<file path="config.mk">
export PLATFORM = sky130hd
export DESIGN_NAME = lsu_mem_stage
export DESIGN_NICKNAME = d
export VERILOG_FILES = /design/src/rtl/lsu_pkg.sv /design/src/rtl/lsu_load_align.sv /design/src/rtl/lsu_mem_stage.sv
export SDC_FILE = /design/constraint.sdc
export NUM_CORES = 1
export LEC_CHECK = 0
export BUFFER_PORTS_ARGS = -buffer_cell sky130_fd_sc_hd__buf_2
export CORE_MARGIN = 4
export CORE_UTILIZATION = 35
export CTS_CLUSTER_SIZE = 16
export DETAILED_ROUTE_END_ITERATION = 10
export PLACE_DENSITY = 0.7
export RECOVER_POWER = 25
export SYNTH_ARGS = -nofsm -noshare
export SYNTH_HDL_FRONTEND = slang
export SYNTH_SLANG_ARGS = --single-unit
</file>
<file path="constraint.sdc">
create_clock -name clk -period 6.3 [get_ports clk]
set_clock_uncertainty 0.1 [all_clocks]
set_input_delay 0.945 -clock clk [delete_from_list [all_inputs] [get_ports clk]]
set_output_delay 0.945 -clock clk [all_outputs]
set_load 0.02 [all_outputs]
</file>
<file path="src/rtl/lsu_pkg.sv">
// Shared definitions for the load/store unit: funct3 encodings, FSM states,
// error codes and the request legality check.
package lsu_pkg;

    // Load widths (funct3)
    localparam logic [2:0] F3_LB  = 3'd0;
    localparam logic [2:0] F3_LH  = 3'd1;
    localparam logic [2:0] F3_LW  = 3'd2;
    localparam logic [2:0] F3_LBU = 3'd4;
    localparam logic [2:0] F3_LHU = 3'd5;

    // Store widths (funct3)
    localparam logic [2:0] F3_SB  = 3'd0;
    localparam logic [2:0] F3_SH  = 3'd1;
    localparam logic [2:0] F3_SW  = 3'd2;

    // Response error codes
    localparam logic [1:0] ERR_NONE     = 2'd0;
    localparam logic [1:0] ERR_MISALIGN = 2'd1;
    localparam logic [1:0] ERR_ILLEGAL  = 2'd2;
    localparam logic [1:0] ERR_TIMEOUT  = 2'd3;

    typedef enum logic [1:0] {
        ST_IDLE   = 2'd0,
        ST_ISSUE  = 2'd1,
        ST_WAIT_R = 2'd2,
        ST_DONE   = 2'd3
    } lsu_state_t;

    // Classify an incoming op. Illegal encodings take priority over
    // misalignment because an unknown width has no alignment rule.
    function automatic logic [1:0] check_op(
        input logic       ld,
        input logic       st,
        input logic [2:0] f3,
        input logic [1:0] off
    );
        logic legal;
        if (ld && st) begin
            return ERR_ILLEGAL;
        end
        if (ld) begin
            legal = (f3 == F3_LB) || (f3 == F3_LH) || (f3 == F3_LW) ||
                    (f3 == F3_LBU) || (f3 == F3_LHU);
        end else begin
            legal = (f3 == F3_SB) || (f3 == F3_SH) || (f3 == F3_SW);
        end
        if (!legal) begin
            return ERR_ILLEGAL;
        end
        if ((f3[1:0] == 2'b01) && off[0]) begin
            return ERR_MISALIGN;
        end
        if ((f3[1:0] == 2'b10) && (off != 2'b00)) begin
            return ERR_MISALIGN;
        end
        return ERR_NONE;
    endfunction

endpackage

</file>
<file path="src/rtl/lsu_load_align.sv">
// Load data extraction: shifts the addressed bytes of the read word down to
// bit 0 and applies sign or zero extension for the access width.
module lsu_load_align
    import lsu_pkg::*;
(
    input  logic [31:0] rdata,
    input  logic [1:0]  byte_off,
    input  logic [2:0]  funct3,
    output logic [31:0] load_data
);

    logic [31:0] shifted;

    assign shifted = rdata >> {byte_off, 3'b000};

    // Width/sign selection on the shifted word; full words bypass the shift.
    always_comb begin
        load_data = rdata;
        case (funct3)
            F3_LB:   load_data = {{24{shifted[7]}}, shifted[7:0]};
            F3_LBU:  load_data = {24'b0, shifted[7:0]};
            F3_LH:   load_data = {{16{shifted[15]}}, shifted[15:0]};
            F3_LHU:  load_data = {16'b0, shifted[15:0]};
            default: load_data = rdata;
        endcase
    end

endmodule

</file>
<file path="src/rtl/lsu_mem_stage.sv">
// Load/store memory stage: validates one op at a time, drives the data-memory
// req/gnt/rvalid handshake with a per-phase timeout, and returns a one-cycle
// response to writeback while holding the core off through req_ready.
module lsu_mem_stage
    import lsu_pkg::*;
#(
    parameter int TIMEOUT_CYCLES = 255,
    parameter int CNT_W          = 8
) (
    input  logic        clk,
    input  logic        rst,
    input  logic        req_valid,
    output logic        req_ready,
    input  logic        is_load,
    input  logic        is_store,
    input  logic [2:0]  funct3,
    input  logic [31:0] addr,
    input  logic [31:0] store_data,
    output logic        resp_valid,
    output logic        resp_err,
    output logic [1:0]  err_code,
    output logic [31:0] load_data,
    output logic        mem_req,
    output logic        mem_we,
    output logic [31:0] mem_addr,
    output logic [31:0] mem_wdata,
    output logic [3:0]  mem_wstrb,
    input  logic        mem_gnt,
    input  logic        mem_rvalid,
    input  logic [31:0] mem_rdata
);

    // A zero timeout disables expiry; the counter then just free-runs.
    localparam bit               TO_EN   = (TIMEOUT_CYCLES != 0);
    localparam logic [CNT_W-1:0] TO_LAST = CNT_W'(TO_EN ? TIMEOUT_CYCLES - 1 : 0);

    lsu_state_t       state_reg, state_next;
    logic [CNT_W-1:0] cnt_reg, cnt_next;
    logic             op_load_reg, op_load_next;
    logic [31:0]      addr_reg, addr_next;
    logic [2:0]       f3_reg, f3_next;
    logic [31:0]      wdata_reg, wdata_next;
    logic [3:0]       wstrb_reg, wstrb_next;
    logic [1:0]       err_reg, err_next;
    logic [31:0]      load_data_reg, load_data_next;

    logic             accept;
    logic [1:0]       op_err;
    logic             expired;
    logic [31:0]      st_wdata;
    logic [3:0]       st_wstrb;
    logic [31:0]      aligned_data;

    assign accept  = req_valid && (is_load || is_store);
    assign op_err  = check_op(is_load, is_store, funct3, addr[1:0]);
    // Expiry fires on the last permitted waiting cycle so mem_req is high
    // for exactly TIMEOUT_CYCLES cycles before the error response.
    assign expired = TO_EN && (cnt_reg == TO_LAST);

    // Per-lane store steering: replicate the byte/halfword across the word
    // and enable only the lanes the address selects.
    genvar gi;
    generate
        for (gi = 0; gi < 4; gi++) begin : g_lane
            assign st_wdata[gi*8 +: 8] =
                (funct3[1:0] == 2'b00) ? store_data[7:0] :
                (funct3[1:0] == 2'b01) ? store_data[(gi % 2)*8 +: 8] :
                                         store_data[gi*8 +: 8];
            assign st_wstrb[gi] =
                (funct3[1:0] == 2'b00) ? (addr[1:0] == 2'(gi)) :
                (funct3[1:0] == 2'b01) ? (addr[1] == 1'(gi / 2)) :
                                         1'b1;
        end
    endgenerate

    lsu_load_align u_align (
        .rdata     (mem_rdata),
        .byte_off  (addr_reg[1:0]),
        .funct3    (f3_reg),
        .load_data (aligned_data)
    );

    // State and datapath registers; reset aborts any transaction at once.
    always_ff @(posedge clk or posedge rst) begin
        if (rst) begin
            state_reg     <= ST_IDLE;
            cnt_reg       <= '0;
            op_load_reg   <= 1'b0;
            addr_reg      <= '0;
            f3_reg        <= '0;
            wdata_reg     <= '0;
            wstrb_reg     <= '0;
            err_reg       <= ERR_NONE;
            load_data_reg <= '0;
        end else begin
            state_reg     <= state_next;
            cnt_reg       <= cnt_next;
            op_load_reg   <= op_load_next;
            addr_reg      <= addr_next;
            f3_reg        <= f3_next;
            wdata_reg     <= wdata_next;
            wstrb_reg     <= wstrb_next;
            err_reg       <= err_next;
            load_data_reg <= load_data_next;
        end
    end

    // Next-state logic: accept/validate in IDLE, wait for gnt then rvalid,
    // and update load_data only when a response is being produced.
    always_comb begin
        state_next     = state_reg;
        cnt_next       = cnt_reg;
        op_load_next   = op_load_reg;
        addr_next      = addr_reg;
        f3_next        = f3_reg;
        wdata_next     = wdata_reg;
        wstrb_next     = wstrb_reg;
        err_next       = err_reg;
        load_data_next = load_data_reg;
        case (state_reg)
            ST_IDLE: begin
                if (accept) begin
                    if (op_err != ERR_NONE) begin
                        err_next       = op_err;
                        load_data_next = '0;
                        state_next     = ST_DONE;
                    end else begin
                        op_load_next = is_load;
                        addr_next    = addr;
                        f3_next      = funct3;
                        wdata_next   = is_store ? st_wdata : 32'h0;
                        wstrb_next   = is_store ? st_wstrb : 4'b0000;
                        err_next     = ERR_NONE;
                        cnt_next     = '0;
                        state_next   = ST_ISSUE;
                    end
                end
            end
            ST_ISSUE: begin
                if (mem_gnt) begin
                    cnt_next = '0;
                    if (op_load_reg) begin
                        state_next = ST_WAIT_R;
                    end else begin
                        load_data_next = '0;
                        state_next     = ST_DONE;
                    end
                end else if (expired) begin
                    err_next       = ERR_TIMEOUT;
                    load_data_next = '0;
                    state_next     = ST_DONE;
                end else begin
                    cnt_next = cnt_reg + 1'b1;
                end
            end
            ST_WAIT_R: begin
                if (mem_rvalid) begin
                    load_data_next = aligned_data;
                    state_next     = ST_DONE;
                end else if (expired) begin
                    err_next       = ERR_TIMEOUT;
                    load_data_next = '0;
                    state_next     = ST_DONE;
                end else begin
                    cnt_next = cnt_reg + 1'b1;
                end
            end
            ST_DONE: begin
                state_next = ST_IDLE;
            end
            default: begin
                state_next = ST_IDLE;
            end
        endcase
    end

    // Outputs decode directly from state so reset clears them asynchronously.
    assign req_ready  = (state_reg == ST_IDLE);
    assign mem_req    = (state_reg == ST_ISSUE);
    assign mem_we     = mem_req && !op_load_reg;
    assign mem_addr   = mem_req ? {addr_reg[31:2], 2'b00} : 32'h0;
    assign mem_wdata  = mem_req ? wdata_reg : 32'h0;
    assign mem_wstrb  = mem_req ? wstrb_reg : 4'b0000;
    assign resp_valid = (state_reg == ST_DONE);
    assign resp_err   = resp_valid && (err_reg != ERR_NONE);
    assign err_code   = resp_valid ? err_reg : ERR_NONE;
    assign load_data  = load_data_reg;

endmodule

</file>
* Yosys cells after proc, flatten, opt, wreduce, memory -nomap -nowiden
Cells that the tools add are included.
W data, S select, Z words.
** Word-level totals
- Output and inout bits :: 107
- Input bits :: 106
- Bits in writable memories :: 0
- Bits in read-only memories :: 0
- Bits in latches :: 0
- Logic and storage cells :: 124
- Register bits after elaboration :: 116
- Memories kept :: 0
** Cells by class
- Shift operators :: 1
- Add/subtract/negate cells :: 1
- Multiplexer cells :: 64
- Order comparisons :: 0
- Bitwise gates (word level) :: 2
- Multiply operators :: 0
- Equality and inequality tests :: 22
- Reduce and logical (&&, ||, !) cells :: 25
- Div/mod/pow operators :: 0
** Operator list (count)
- $mux W32 :: 9
- $pmux W32 S4 :: 1
- $pmux W32 S3 :: 1
- $mux W8 :: 10
- $mux W2 :: 19
- $shr A32 B5 Y16 :: 1
- $pmux W8 S3 :: 1
- $mux W1 :: 19
- $eq A3 B3 Y1 const B :: 4
- $reduce_and A4 Y1 :: 3
- $eq A2 B2 Y1 const B :: 5
- $add A8 B1 Y8 const B :: 1
- $eq A8 B8 Y1 const B :: 1
- $mux W4 :: 2
- $pmux W2 S4 :: 1
- $eq A2 B1 Y1 const B :: 3
- $eq A3 B1 Y1 const B :: 2
- $logic_and A1 B1 Y1 :: 6
- $logic_not A2 Y1 :: 3
- $logic_not A3 Y1 :: 2
- $ne A2 B2 Y1 const B :: 3
- $pmux W2 S3 :: 1
- $reduce_bool A2 Y1 :: 3
- $logic_or A1 B1 Y1 :: 5
- 7 further kinds :: 9

* Depth between registers and ports, before layout
- Word-level depth :: 22
- Mapped depth :: 9

* By module
A second synthesis with hierarchy kept.
** Unflattened totals
- Cell total of the unflattened synthesis :: 649
- Area, all modules :: 6389.9 µm²
** By module, submodules not included
- lsu_mem_stage :: times used 1, sequential area each 2902.8 µm², area an instance 5674.2 µm², cells each 538
- lsu_load_align :: times used 1, sequential area each 0.0 µm², area an instance 715.7 µm², cells each 111

* Worst setup path after synthesis
Ideal clock, no wire load.
- Path type :: reg2out
- Start :: register state_reg[1]
- End :: output mem_wdata[10]
- Arrival :: 1722 ps
- Slack :: 3533 ps
- Stages on the path, launching flop included :: 7
- Data required time :: 5255 ps
- Cell sequence :: dfrtp_1 inv_1 ha_1 clkbuf_1 clkbuf_1 clkbuf_1 and2_1
** Between the ends
- Longest elaborated chain between the ends :: 2
** RTL lines
- start: declaration :: line lsu_mem_stage.sv:37 : lsu_state_t state_reg, state_next;
- start signal: assignment :: line lsu_mem_stage.sv:96 : state_reg <= state_next;
- $eq A2 B1 Y1 :: line lsu_mem_stage.sv:179 : assign mem_req = (state_reg == ST_ISSUE);
- via mem_req :: line lsu_mem_stage.sv:23 : output logic mem_req,
- $mux W32 :: line lsu_mem_stage.sv:182 : assign mem_wdata = mem_req ? wdata_reg : 32'h0;
- end: declaration :: line lsu_mem_stage.sv:26 : output logic [31:0] mem_wdata,
The timed path passes the listed nets, and every way through them passes these cells.

==> results.yml <==
synth:
  yosys_warnings: 0
  syn-cell-area_mm2: 0.006346
  synth_async_sr_flop_share_pct: 100.0
  syn_inst: 639
  ys_seq_area_share_pct: 45.74
  synth_edf_count: 0
  syn_avg_cell_area_um2: 9.931
  ys_ff_latch: 116
  yosysUniqueCellTypes: 47
  synth-main-ff-cell: "dfrtp_1"
detailed_routing:
  drt_iter0_markers: 312
  vias_per_cell: 5.019
  num_vias: 5325
  wl_per_cell_um: 16.54
  wl_um: 17550
  wl_met2_um: 8135
  drtPass1Iterations: 4
  ant_nets: 0
  met1Wirelength_um: 7933
  highest_layer: "met4"
  route.detailed.drc: 0
  wl_met3_um: 1245
clock_network:
  ctsHoldBuffers: 0
  cts_buffers: 17
  cts_tree: "yes"
  clkLatencyLatePin_ns: 0.41
  cts.path.max_buffers: 2
  htree_levels: 4
  clkTransAtPathRegs_ns: 0.05
  cts-resized-gates: 0
  cts_sinks: 116
  cts_setup_buffers: 0
  cts_root_buf: "clkbuf_16"
grt:
  grt_pass1_wl_um: 27920
  antenna_found_initial: 0
  overflow: 0
  grt_max_degree: 99
  grt_usage_pct: 17.25
  grt_pass1_vias: 5280
timing:
  setup_violations: 0
  rsz0062_at_grt: "no"
  hold_viol_final: 0
  fmax_mhz: 272.7
  post-route-period-util_pct: 58.22
  final.setup.tns_ns: 0
  maxSlewViolCount: 119
  slew_headroom_pct: -48.33
  tightest_slew_ns: 2.213
  period_minus_slack_ns: 3.668
placement:
  dp_hpwl_um: 12520
  globalplace.congestion: 0.8493
  portBuffers: 210
worst_setup_path:
  r2r-end: "load_data[31]"
  required_ns: 6.41
  end_kind: "asynchronous set/reset pin"
  critPathMaxFanout: 67
  crit_path_max_incr_delay_ns: 1.38
  path_class: "in -> async"
  rr_worst_depth: 8
  worst_ep_arrival_time_ns: 3.78
  slowest_stage: "clkbuf_2"
  cp-start-kind: "input port"
  r2r-start: "state_reg[1]"
  path_cells: "buf_2, clkinvlp_2, clkbuf_2"
  r2r_slack_ns: 3.10
min_path:
  hold_start: "wdata_reg[30]"
  holdPathStages: 2
  hold_end: "wdata_reg[30]"
  hold_class: "reg -> reg"
final_layout:
  final_layout_size_suffix_gt1_share_pct: 32.66
  final_util_pct: 45.95
  fin_nets: 937
  final_common_cell: "buf_2"
  syn_to_final_growth_pct: 26.99
  diodes: 0
  final_cell_mix: "buf_2 (178), dfrtp_1 (116), nand2_1 (103), and2_1 (72), o21ai_0 (56)"
run_status:
  status: "finished, violations left"
  violations: "capacitance limit, slew limit"
floorplanning:
  die_h_um: 142.7
  design.die.area_mm2: 0.02035
  initial_core_util_pct: 36.19
  coreArea_mm2: 0.01754
  row_count: 48
  die-width_um: 142.7
  pin_count: 213
power:
  leakagePower_nw: 4.051
  powerDensity_mw_per_mm2: 466.2
  finalPower_mw: 3.757
  ir_drop_mv: 0.3598
job:
  drv_cap: 2
[through the flow]
step           instances  hold slack (ns)  setup WS, ns  instance area, um^2
2_1_floorplan        640           0.3418         2.183                 6350
3_3_place_gp        1031           0.3523         2.674                 7471
3_5_place_dp        1031           0.3630         2.614                 7471
4_1_cts             1061           0.3753         3.025                 8103
5_1_grt             1061           0.3940         1.930                 8059
6_report            1061           0.3671         2.632                 8059
[cell usage after synthesis, types with 9 or more instances]
master     number  area, um^2
o2bb2ai_1      23       201.4
a21oi_1        11       55.05
nand2_1       103       386.6
mux2i_1         9       90.09
mux2_2         24       270.3
inv_1           9       33.78
a22o_1         11       96.34
o21ai_0        56       280.3
buf_2          11       55.05
clkbuf_1       29       108.9
mux2_4         30       450.4
dfrtp_1       116        2903
nor2_1         26       97.59
and2_1         72       450.4
o21ai_1        10       50.05
[cells by family (layout without fill, tap and decap cells)]
logic type               Yosys count  count (layout)  synth area share (%)
multiplexers                      69              69                 13.84
buffers and inverters             58             254                 4.475
adder cells (fa/ha/maj)            6               6                 1.183
AO/OA/AOI/OAI                    159             159                 16.78
other                              1               2               0.05909
AND/OR/NAND/NOR                  229             229                 17.78
XOR/XNOR                           1               1                0.1380
flip-flops                       116             116                 45.74
[final cells by class]
| class | count | area [um^2] |
|---|---|---|
| clock buffers | 21 | 480.5 |
| clock inverters | 9 | 151.4 |
| fillers | 1711 | 9478 |
| inverters | 10 | 38.79 |
| multi-input cells | 466 | 3166 |
| flip-flops and latches | 116 | 2903 |
| well taps | 225 | 281.5 |
| repair buffers | 214 | 1039 |
[critical path: cells and delay by family]
kind	cells	cell delay (ns)
buffers and inverters	3	2.72
[power by group]
| part | internal (mW) | switching (mW) | total [mW] |
|---|---|---|---|
| Combinational | 0.601 | 0.878 | 1.48 |
| Sequential | 1.03 | 0.210 | 1.24 |
| Clock | 0.697 | 0.336 | 1.03 |
[how the worst max path moves through the flow]
stage | startpoint | endpoint | slack (ns) | depth (start not counted)
floorplan | rst | addr_reg[0] | 2.18 | 1
global placement | funct3[1] | addr_reg[31] | 2.67 | 6
detailed placement | funct3[1] | load_data[21] | 2.61 | 6
CTS | funct3[1] | load_data[22] | 3.03 | 6
global route | rst | load_data[21] | 1.93 | 3
finish | rst | addr_reg[1] | 2.63 | 3
[per-layer routing]
metal	vias to the layer above	track usage [%]
li1	2596	-
met1	2533	22.78
met2	177	27.79
met3	19	4.990
met4	0	4.752
met5	-	0
Note: power is estimated with default switching activity, not from simulation.
